<file path="src/rtl/flit_req_port_if.sv">
// Signal bundle for flit_req_port: upstream flit input, arbiter req/grant/update
// handshake and downstream flit output. The design uses the slave modport.
interface flit_req_port_if #(parameter int FLIT_W = 32);
  logic              in_valid_i, in_ready_o, in_head_i, in_tail_i;
  logic [FLIT_W-1:0] in_data_i;
  logic              req_o, grant_i, update_o;
  logic              out_valid_o, out_ready_i, out_tail_o;
  logic [FLIT_W-1:0] out_data_o;
  logic              err_o;

  modport slave (
    input  in_valid_i, in_data_i, in_head_i, in_tail_i, grant_i, out_ready_i,
    output in_ready_o, req_o, update_o, out_valid_o, out_data_o, out_tail_o, err_o
  );
  modport master (
    output in_valid_i, in_data_i, in_head_i, in_tail_i, grant_i, out_ready_i,
    input  in_ready_o, req_o, update_o, out_valid_o, out_data_o, out_tail_o, err_o
  );
endinterface

</file>
<file path="src/rtl/flit_req_port.sv">
// Requester port in front of one round-robin arbiter input: queues flits, requests on a
// queued head, streams a whole packet per grant. Optional grant timeout: FLIT_REQ_TIMEOUT_EN.
module flit_req_port #(
  parameter int         FLIT_W      = 32,
  parameter int         DEPTH       = 4,
  parameter logic [7:0] TIMEOUT_CYC = 8'd255
) (
  input logic            clk,
  input logic            arst,
  flit_req_port_if.slave p
);
  localparam int PW = $clog2(DEPTH);

  typedef struct packed {
    logic [FLIT_W-1:0] data;
    logic              head;
    logic              tail;
  } entry_t;

  typedef enum logic [1:0] {IDLE, REQ, XFER} state_e;

  entry_t [DEPTH-1:0] mem_q, mem_d;
  logic [PW-1:0]      rd_ptr_q, rd_ptr_d, wr_ptr_q, wr_ptr_d;
  logic [PW:0]        count_q, count_d;
  state_e             state_q, state_d;
  logic               err_q, err_d;
  entry_t             front;
  logic               nonempty, in_ready, push, out_valid, accept, drop, pop;

`ifdef FLIT_REQ_TIMEOUT_EN
  logic [7:0] wait_q, wait_d;
`else
  logic unused_timeout;
  assign unused_timeout = ^TIMEOUT_CYC;
`endif

  always_comb begin
    front     = mem_q[rd_ptr_q];
    nonempty  = (count_q != '0);
    in_ready  = (count_q != (PW+1)'(DEPTH));
    push      = p.in_valid_i & in_ready;
    out_valid = (state_q == XFER) & nonempty & p.grant_i;
    accept    = out_valid & p.out_ready_i;
    // A non-head flit at the front while idle cannot start a packet: discard it.
    drop      = (state_q == IDLE) & nonempty & ~front.head;
    pop       = accept | drop;
  end

  always_comb begin
    mem_d    = mem_q;
    wr_ptr_d = wr_ptr_q;
    rd_ptr_d = rd_ptr_q;
    count_d  = count_q;
    if (push) begin
      mem_d[wr_ptr_q] = '{data: p.in_data_i, head: p.in_head_i, tail: p.in_tail_i};
      wr_ptr_d        = wr_ptr_q + 1'b1;
    end
    if (pop) rd_ptr_d = rd_ptr_q + 1'b1;
    case ({push, pop})
      2'b10:   count_d = count_q + 1'b1;
      2'b01:   count_d = count_q - 1'b1;
      default: count_d = count_q;
    endcase
  end

  always_comb begin
    state_d = state_q;
    err_d   = err_q | drop;
`ifdef FLIT_REQ_TIMEOUT_EN
    wait_d  = wait_q;
`endif
    case (state_q)
      IDLE: if (nonempty & front.head) begin
        state_d = REQ;
`ifdef FLIT_REQ_TIMEOUT_EN
        wait_d  = '0;
`endif
      end
      REQ: if (p.grant_i) begin
        state_d = XFER;
`ifdef FLIT_REQ_TIMEOUT_EN
      end else begin
        // Give up for one cycle; the packet stays queued and is re-requested.
        wait_d = wait_q + 8'd1;
        if (wait_d == TIMEOUT_CYC) begin
          state_d = IDLE;
          err_d   = 1'b1;
        end
`endif
      end
      XFER: if (accept & front.tail) state_d = IDLE;
      default: state_d = IDLE;
    endcase
  end

  always_ff @(posedge clk or negedge arst) begin
    if (!arst) begin
      mem_q    <= '0;
      rd_ptr_q <= '0;
      wr_ptr_q <= '0;
      count_q  <= '0;
      state_q  <= IDLE;
      err_q    <= 1'b0;
`ifdef FLIT_REQ_TIMEOUT_EN
      wait_q   <= '0;
`endif
    end else begin
      mem_q    <= mem_d;
      rd_ptr_q <= rd_ptr_d;
      wr_ptr_q <= wr_ptr_d;
      count_q  <= count_d;
      state_q  <= state_d;
      err_q    <= err_d;
`ifdef FLIT_REQ_TIMEOUT_EN
      wait_q   <= wait_d;
`endif
    end
  end

  // update rides the tail beat combinationally so the arbiter rotates while req/grant are high
  assign p.in_ready_o  = in_ready;
  assign p.req_o       = (state_q != IDLE);
  assign p.out_valid_o = out_valid;
  assign p.out_data_o  = front.data;
  assign p.out_tail_o  = front.tail;
  assign p.update_o    = accept & front.tail;
  assign p.err_o       = err_q;
endmodule

</file>
<file path="src/flat_wrapper.sv">
// flat-port wrapper written by rule: the top's interface ports become plain ports
module flit_req_port_flat 
#(
  parameter int         FLIT_W      = 32,
  parameter int         DEPTH       = 4,
  parameter logic [7:0] TIMEOUT_CYC = 8'd255
)
  (clk, arst, p_in_valid_i, p_in_data_i, p_in_head_i, p_in_tail_i, p_grant_i, p_out_ready_i, p_in_ready_o, p_req_o, p_update_o, p_out_valid_o, p_out_data_o, p_out_tail_o, p_err_o);
  flit_req_port_if #(.FLIT_W(FLIT_W)) p_i ();
  input logic clk;
  input logic arst;
  input wire logic [$bits(p_i.in_valid_i)-1:0] p_in_valid_i;
  input wire logic [$bits(p_i.in_data_i)-1:0] p_in_data_i;
  input wire logic [$bits(p_i.in_head_i)-1:0] p_in_head_i;
  input wire logic [$bits(p_i.in_tail_i)-1:0] p_in_tail_i;
  input wire logic [$bits(p_i.grant_i)-1:0] p_grant_i;
  input wire logic [$bits(p_i.out_ready_i)-1:0] p_out_ready_i;
  output wire logic [$bits(p_i.in_ready_o)-1:0] p_in_ready_o;
  output wire logic [$bits(p_i.req_o)-1:0] p_req_o;
  output wire logic [$bits(p_i.update_o)-1:0] p_update_o;
  output wire logic [$bits(p_i.out_valid_o)-1:0] p_out_valid_o;
  output wire logic [$bits(p_i.out_data_o)-1:0] p_out_data_o;
  output wire logic [$bits(p_i.out_tail_o)-1:0] p_out_tail_o;
  output wire logic [$bits(p_i.err_o)-1:0] p_err_o;
  assign p_i.in_valid_i = p_in_valid_i;
  assign p_i.in_data_i = p_in_data_i;
  assign p_i.in_head_i = p_in_head_i;
  assign p_i.in_tail_i = p_in_tail_i;
  assign p_i.grant_i = p_grant_i;
  assign p_i.out_ready_i = p_out_ready_i;
  assign p_in_ready_o = p_i.in_ready_o;
  assign p_req_o = p_i.req_o;
  assign p_update_o = p_i.update_o;
  assign p_out_valid_o = p_i.out_valid_o;
  assign p_out_data_o = p_i.out_data_o;
  assign p_out_tail_o = p_i.out_tail_o;
  assign p_err_o = p_i.err_o;
  flit_req_port #(.FLIT_W(FLIT_W), .DEPTH(DEPTH), .TIMEOUT_CYC(TIMEOUT_CYC)) u_core (.clk(clk), .arst(arst), .p(p_i));
endmodule
</file>
<file path="config.mk">
export PLATFORM = sky130hd
export DESIGN_NAME = flit_req_port_flat
export DESIGN_NICKNAME = d
export VERILOG_FILES = /design/src/rtl/flit_req_port_if.sv /design/src/rtl/flit_req_port.sv /design/src/flat_wrapper.sv
export SDC_FILE = /design/constraint.sdc
export NUM_CORES = 1
export LEC_CHECK = 0
export ABC_AREA = 1
export CAP_MARGIN = 20
export CORE_MARGIN = 8
export CORE_UTILIZATION = 25
export CTS_CLUSTER_SIZE = 16
export DETAILED_ROUTE_END_ITERATION = 10
export GPL_TIMING_DRIVEN = 0
export MAX_ROUTING_LAYER = met4
export PLACE_DENSITY = 0.49
export SYNTH_ARGS = -nofsm -noshare
export SYNTH_HDL_FRONTEND = slang
export SYNTH_SLANG_ARGS = --single-unit
</file>
<file path="constraint.sdc">
create_clock -name clk -period 2.9 [get_ports clk]
set_input_delay 0.58 -clock clk [delete_from_list [all_inputs] [get_ports clk]]
set_output_delay 0.58 -clock clk [all_outputs]
set_load 0.02 [all_outputs]
</file>
==> results of run 1 <==
synthesized netlist by cell type (5+ instances only):
| library cell | number | share of area |
|---|---|---|
| inv_1 | 14 | 0.0077 |
| clkbuf_1 | 23 | 0.013 |
| dfrtp_1 | 146 | 0.53 |
| buf_2 | 20 | 0.015 |
| ha_1 | 5 | 0.0091 |
| o21ai_0 | 107 | 0.078 |
| buf_1 | 6 | 0.0033 |
| nand3_1 | 9 | 0.0066 |
| o21ai_1 | 96 | 0.070 |
| nor2_1 | 68 | 0.037 |
| nand2_1 | 294 | 0.16 |
| buf_4 | 10 | 0.011 |
| o22ai_1 | 32 | 0.029 |
flip-flops by register name (all words and copies together) (netlist names):
name,flops
u_core.rd_ptr_q,2
u_core.count_q,3
u_core.state_q,2
u_core.p.err_o,1
u_core.mem_q,136
u_core.wr_ptr_q,2
cells by family after synthesis:
family	share of synthesized area
compound gates	0.1810
xor+xnor	0.006199
fa+ha+maj	0.01203
buf+inv	0.05395
flops	0.5323
simple gates	0.2145
worst paths after layout:
check	slack (ns)	endpoint	start	depth (start not counted)
worst max-delay path	0.09	p_out_data_o[2]	u_core.rd_ptr_q[0]	7
worst max register to register	0.52	u_core.count_q[2]	u_core.count_q[1]	11
worst min-delay path	0.02	u_core.count_q[2]	arst	1
worst min register to register	0.46	u_core.p.err_o	u_core.p.err_o	2
max in group asynchronous	2.00	u_core.mem_q[92]	arst	2
min in group clk	0.46	u_core.p.err_o	u_core.p.err_o	2
per-layer routing:
| metal | global-route usage | wire length, um | vias to the layer above |
|---|---|---|---|
| met2 | 0.2381 | 11130 | 178 |
| li1 | - | - | 2990 |
| met5 | - | 0 | - |
| met3 | 0.03293 | 1228 | 29 |
| met4 | 0.04001 | 358 | 0 |
| met1 | 0.2067 | 11510 | 2964 |
where the power goes:
part | leakage, nW | internal, mW | switching, mW
Clock | 0.293 | 1.32 | 0.989
Sequential | 1.82 | 2.97 | 0.433
Combinational | 2.03 | 1.73 | 3.61
Total | 4.15 | 6.02 | 5.03
final cells by class:
class                           instances  share of cell area
Sequential cell                       146              0.4211
Multi-Input combinational cell        627              0.3274
Timing Repair Buffer                   77             0.08480
Clock buffer                           18             0.05062
Tap cell                              341             0.04918
Buffer                                 61             0.03980
Clock inverter                         14             0.01933
Inverter                               17            0.007788
what timing repair did:
item	4_1_cts	5_1_grt
cloned	0	0
resized for setup	57	14
setup endpoints to repair	32	26
endpoints found under the hold margin	0	0
hold buffers	0	0
critical path: stages, from the launching register on:
cell and delay, ns:
dfrtp_1 0.36, buf_2 0.17, inv_2 0.11, clkbuf_4 0.23, buf_4 0.22, nor2_1 0.05
o22ai_1 0.26, dlygate4sd2_1 0.38
metrics by stage:
| stage | cell area, um2 | total power, mW | std cells | utilization |
|---|---|---|---|---|
| 2_1_floorplan | 6864 | 6.659 | 851 | - |
| 3_3_place_gp | 8051 | 9.032 | 1268 | 0.2987 |
| 3_5_place_dp | 8084 | 9.098 | 1269 | 0.3000 |
| 4_1_cts | 8692 | 11.20 | 1301 | 0.3225 |
| 5_1_grt | 8676 | 11.95 | 1301 | 0.3219 |
| 6_report | 8676 | 11.06 | 1301 | 0.3219 |
==> flow_summary.yaml, run 1 <==
run_status:
  status: "finished, final reports clean"
die:
  die_x_um: 181.7
  rows: 60
  core_area_um2: 26950
  io_pins: 77
  start_util: 0.2547
  fp.dieArea_um2: 33010
  die_h_um: 181.7
synthesis:
  synth.distinct_cells: 26
  ys_ff_latch: 146
  yosysSeqAreaShare: 0.5323
  syn_avg_cell_area_um2: 8.066
  synth_nets: 896
  synth.yosys.warnings: 0
  synth-edff-count: 0
  async_flop_share: 1.000
  synth-main-ff-cell: "dfrtp_1"
  syn_inst: 851
  syn-cell-area_um2: 6864
timing:
  fin_crit_ns: 2.805
  worstMarginPinSlew_ns: 0.6672
  fin_crit_sh: 0.9673
  fin_setup_tns_ns: 0
  hold-worst-slack_ns: 0.02493
  clock_skew_ns: 0.01131
  fmax_ghz: 0.3565
  rsz0062_at_grt: "no"
  slew_headroom: 0.5552
  finalHoldViolations: 0
  setup_viol: 0
  worst_slack_ns: 0.09485
  report.final.slew_viol_count: 0
final_layout:
  drive_gt1_frac: 0.1031
  seq_area_um2: 3654
  antenna_cells: 0
  layout_common_cells: "nand2_1 (294), dfrtp_1 (146), o21ai_0 (107)"
  layout_commonest_cell: "nand2_1"
  fin_nets: 992
  area_delta_synth_final_pct: 26.39
  multiInputGateArea_um2: 2840
  fill_cells: 2918
worst_hold_path:
  holdCritPathClass: "primary input to async pin"
clock_network:
  cts_tree: "yes"
  cts_root_buf: "clkbuf_16"
  insertion_delay_ns: 0.43
  clockBufferDepth: 2
  cts_buffers: 17
  htree_levels: 4
  cts_setup_buffers: 0
  clock_sinks: 146
  clk_pin_slew_ns: 0.06
power_and_ir_drop:
  p_per_area_nw_per_um2: 1275
  ir_drop_mv: 0.6738
  leakage_nw: 4.146
worst_setup_path:
  cp.arrival_ns: 2.23
  end_kind: "primary output"
  crit_type: "register to primary output"
  startpoint_type: "register"
  cp.required_ns: 2.32
  worstPathMaxFanout: 10
grt:
  grt_use_total: 0.1556
  grt_first_pass_wirelength_mm: 38.11
  antenna_found_initial: 0
  grt_pass1_vias: 6258
  grt_start_max_net_pins: 109
  grt-ovfl-total: 0
routing:
  first_iter_violations: 540
  first_pass_iters: 6
  vias: 6161
  drtAntennaViolNets: 0
  wl_per_cell_um: 18.62
  wl_mm: 24.23
  vias_per_cell: 4.736
  drcViolationCount: 0
placement:
  gp_congestion: 0.7818
  pre_cts_ws_ns: -0.1970
  dp_hpwl_mm: 16.27
  io_buffers: 76
job:
  drv_cap: 0
Power figures use the tool's default switching activity.
==> run 2: changes to the inputs <==
--- a/config.mk
+++ b/config.mk
@@ -12,7 +12,6 @@
 export CTS_CLUSTER_SIZE = 16
 export DETAILED_ROUTE_END_ITERATION = 10
 export GPL_TIMING_DRIVEN = 0
-export MAX_ROUTING_LAYER = met4
 export PLACE_DENSITY = 0.49
 export SYNTH_ARGS = -nofsm -noshare
 export SYNTH_HDL_FRONTEND = slang
==> run 2 against run 1 <==
Final cell count stayed put. Power hardly changed. Worst setup slack improved by 0.019 ns. Sequential power is essentially flat. Count of clock-buffer cells in the layout did not move. Critical path depth unchanged. Register-to-register slack about the same. Critical path type unchanged. Wire length rose by 0.16%. Clock skew increased by 0.00061 ns. Via count fell by 0.58%. Clock power about the same.
==> flow_summary.yaml, run 2 (synthesis gave the netlist of run 1 again) <==
run_status:
  status: "finished, final reports clean"
timing:
  hold-worst-slack_ns: 0.03018
  fin_crit_ns: 2.786
  fin_crit_sh: 0.9606
  report.final.slew_viol_count: 0
  setup_viol: 0
  slew_headroom: 0.5566
  worst_slack_ns: 0.1143
  clock_skew_ns: 0.01192
  finalHoldViolations: 0
  worstMarginPinSlew_ns: 0.6652
  fmax_ghz: 0.3590
die:
  start_util: 0.2547
  die_x_um: 181.7
  core_area_um2: 26950
  rows: 60
  die_h_um: 181.7
  fp.dieArea_um2: 33010
  io_pins: 77
final_layout:
  largest_reg_flops: 136
  regMostFlops: "u_core.mem_q"
  layout_common_cells: "nand2_1 (294), dfrtp_1 (146), o21ai_0 (107)"
  area_delta_synth_final_pct: 26.47
  layout_commonest_cell: "nand2_1"
  drive_gt1_frac: 0.1021
  stdcell_area_um2: 8681
  antenna_cells: 0
  reg_top3: "u_core.mem_q: 136 flops, u_core.count_q: 3 flops"
  fin_nets: 992
routing:
  vias_per_cell: 4.708
  drcViolationCount: 0
  first_pass_iters: 5
  wl_mm: 24.27
  wl_per_cell_um: 18.65
  drtAntennaViolNets: 0
  vias: 6125
  first_iter_violations: 601
worst_setup_path:
  crit_cells: 7
  crit_type: "register to primary output"
  path_buf_inv: 5
  reg2regPathDepth: 11
  end_kind: "primary output"
  worstPathMaxFanout: 10
  max_stage_delay_ns: 0.38
  startpoint_type: "register"
  r2r_slack_ns: 0.51
  crit_family: "buffers and inverters"
  cp.required_ns: 2.32
  critPathSlowestCell: "dlygate4sd2_1"
  crit_chain: "buf_2 -> inv_2 -> clkbuf_4 -> buf_4 -> nor2_1 -> o22ai_1 -> dlygate4sd2_1"
  cp.arrival_ns: 2.21
power_and_ir_drop:
  p_per_area_nw_per_um2: 1274
  leakage_nw: 4.147
  ir_drop_mv: 0.6623
placement:
  io_buffers: 76
  pre_cts_ws_ns: -0.1970
  dp_hpwl_mm: 16.27
  placed_area_um2: 8084
  gp_congestion: 0.7713
clock_network:
  cts_tree: "yes"
  insertion_delay_ns: 0.43
  clockBufferDepth: 2
  cts_root_buf: "clkbuf_16"
  cts_buffers: 17
  htree_levels: 4
  clk_pin_slew_ns: 0.06
  clock_sinks: 146
grt:
  grt_pass1_vias: 6258
  grt-ovfl-total: 0
  antenna_found_initial: 0
  grt_start_max_net_pins: 109
  grt_first_pass_wirelength_mm: 38.11
  grt_use_total: 0.1510
worst_hold_path:
  holdCritPathClass: "primary input to async pin"
job:
  drv_cap: 0
run 2: cell types whose count changed in the layout (fill, tap and decap cells not counted), sizes merged:
cell,delta
clkdlybuf4s15,+1
clkbuf,-1
run 2: report_power, final:
| part | switching (mW) | internal (mW) |
|---|---|---|
| logic | 3.62 | 1.74 |
| registers | 0.435 | 2.97 |
| clock network | 0.980 | 1.32 |
run 2: worst paths after layout:
check                                   startpoint                end
worst max-delay path            u_core.rd_ptr_q[0]    p_out_data_o[2]
worst min-delay path                          arst  u_core.count_q[2]
worst max register to register   u_core.count_q[1]  u_core.count_q[2]
worst min register to register      u_core.p.err_o     u_core.p.err_o
max in group asynchronous                     arst   u_core.mem_q[45]
min in group clk                    u_core.p.err_o     u_core.p.err_o
run 2: timing repair:
item	4_1_cts	5_1_grt
gates resized for setup	57	13
hold buffers	0	0
buffers inserted	0	0
gates cloned	0	0
endpoints found under the setup margin	32	26
run 2: per-layer routing:
| metal | GRT usage | up-vias | wire length [um] |
|---|---|---|---|
| li1 | - | 2986 | - |
| met1 | 0.2055 | 2954 | 11640 |
| met2 | 0.2375 | 159 | 11090 |
| met3 | 0.03234 | 26 | 1171 |
| met4 | 0.04329 | 0 | 369 |
| met5 | 0 | - | 0 |
run 2: final cells by class:
cell class	instances	area (um2)
buffer	61	345.3
clock buffer	18	439.2
clock inverter	14	167.7
fill	2918	18270
inverter	17	67.56
multi-input combinational	627	2840
sequential	146	3654
tap	341	426.7
timing repair buffer	77	740.7
run 2: metrics by stage:
| step | utilization | setup TNS [ns] | total power, mW | instances |
|---|---|---|---|---|
| 6_report | 0.3221 | 0 | 11.06 | 1301 |
| 5_1_grt | 0.3221 | -0.001941 | 11.95 | 1301 |
| 4_1_cts | 0.3225 | 0 | 11.20 | 1301 |
| 3_5_place_dp | 0.3000 | -1.995 | 9.098 | 1269 |
| 3_3_place_gp | 0.2987 | -771.21 | 9.032 | 1268 |
| 2_1_floorplan | - | 0 | 6.659 | 851 |
run 2: worst reg2reg max path, cell delays in order (launching register included):
cell and delay (ns):
dfrtp_1 0.40, nor2_2 0.16, nand2_2 0.09, nand2_4 0.20
buf_6 0.19, buf_6 0.18, ha_1 0.18, inv_1 0.06
fa_1 0.37, a21oi_1 0.13, o21ai_0 0.13, xor2_1 0.16
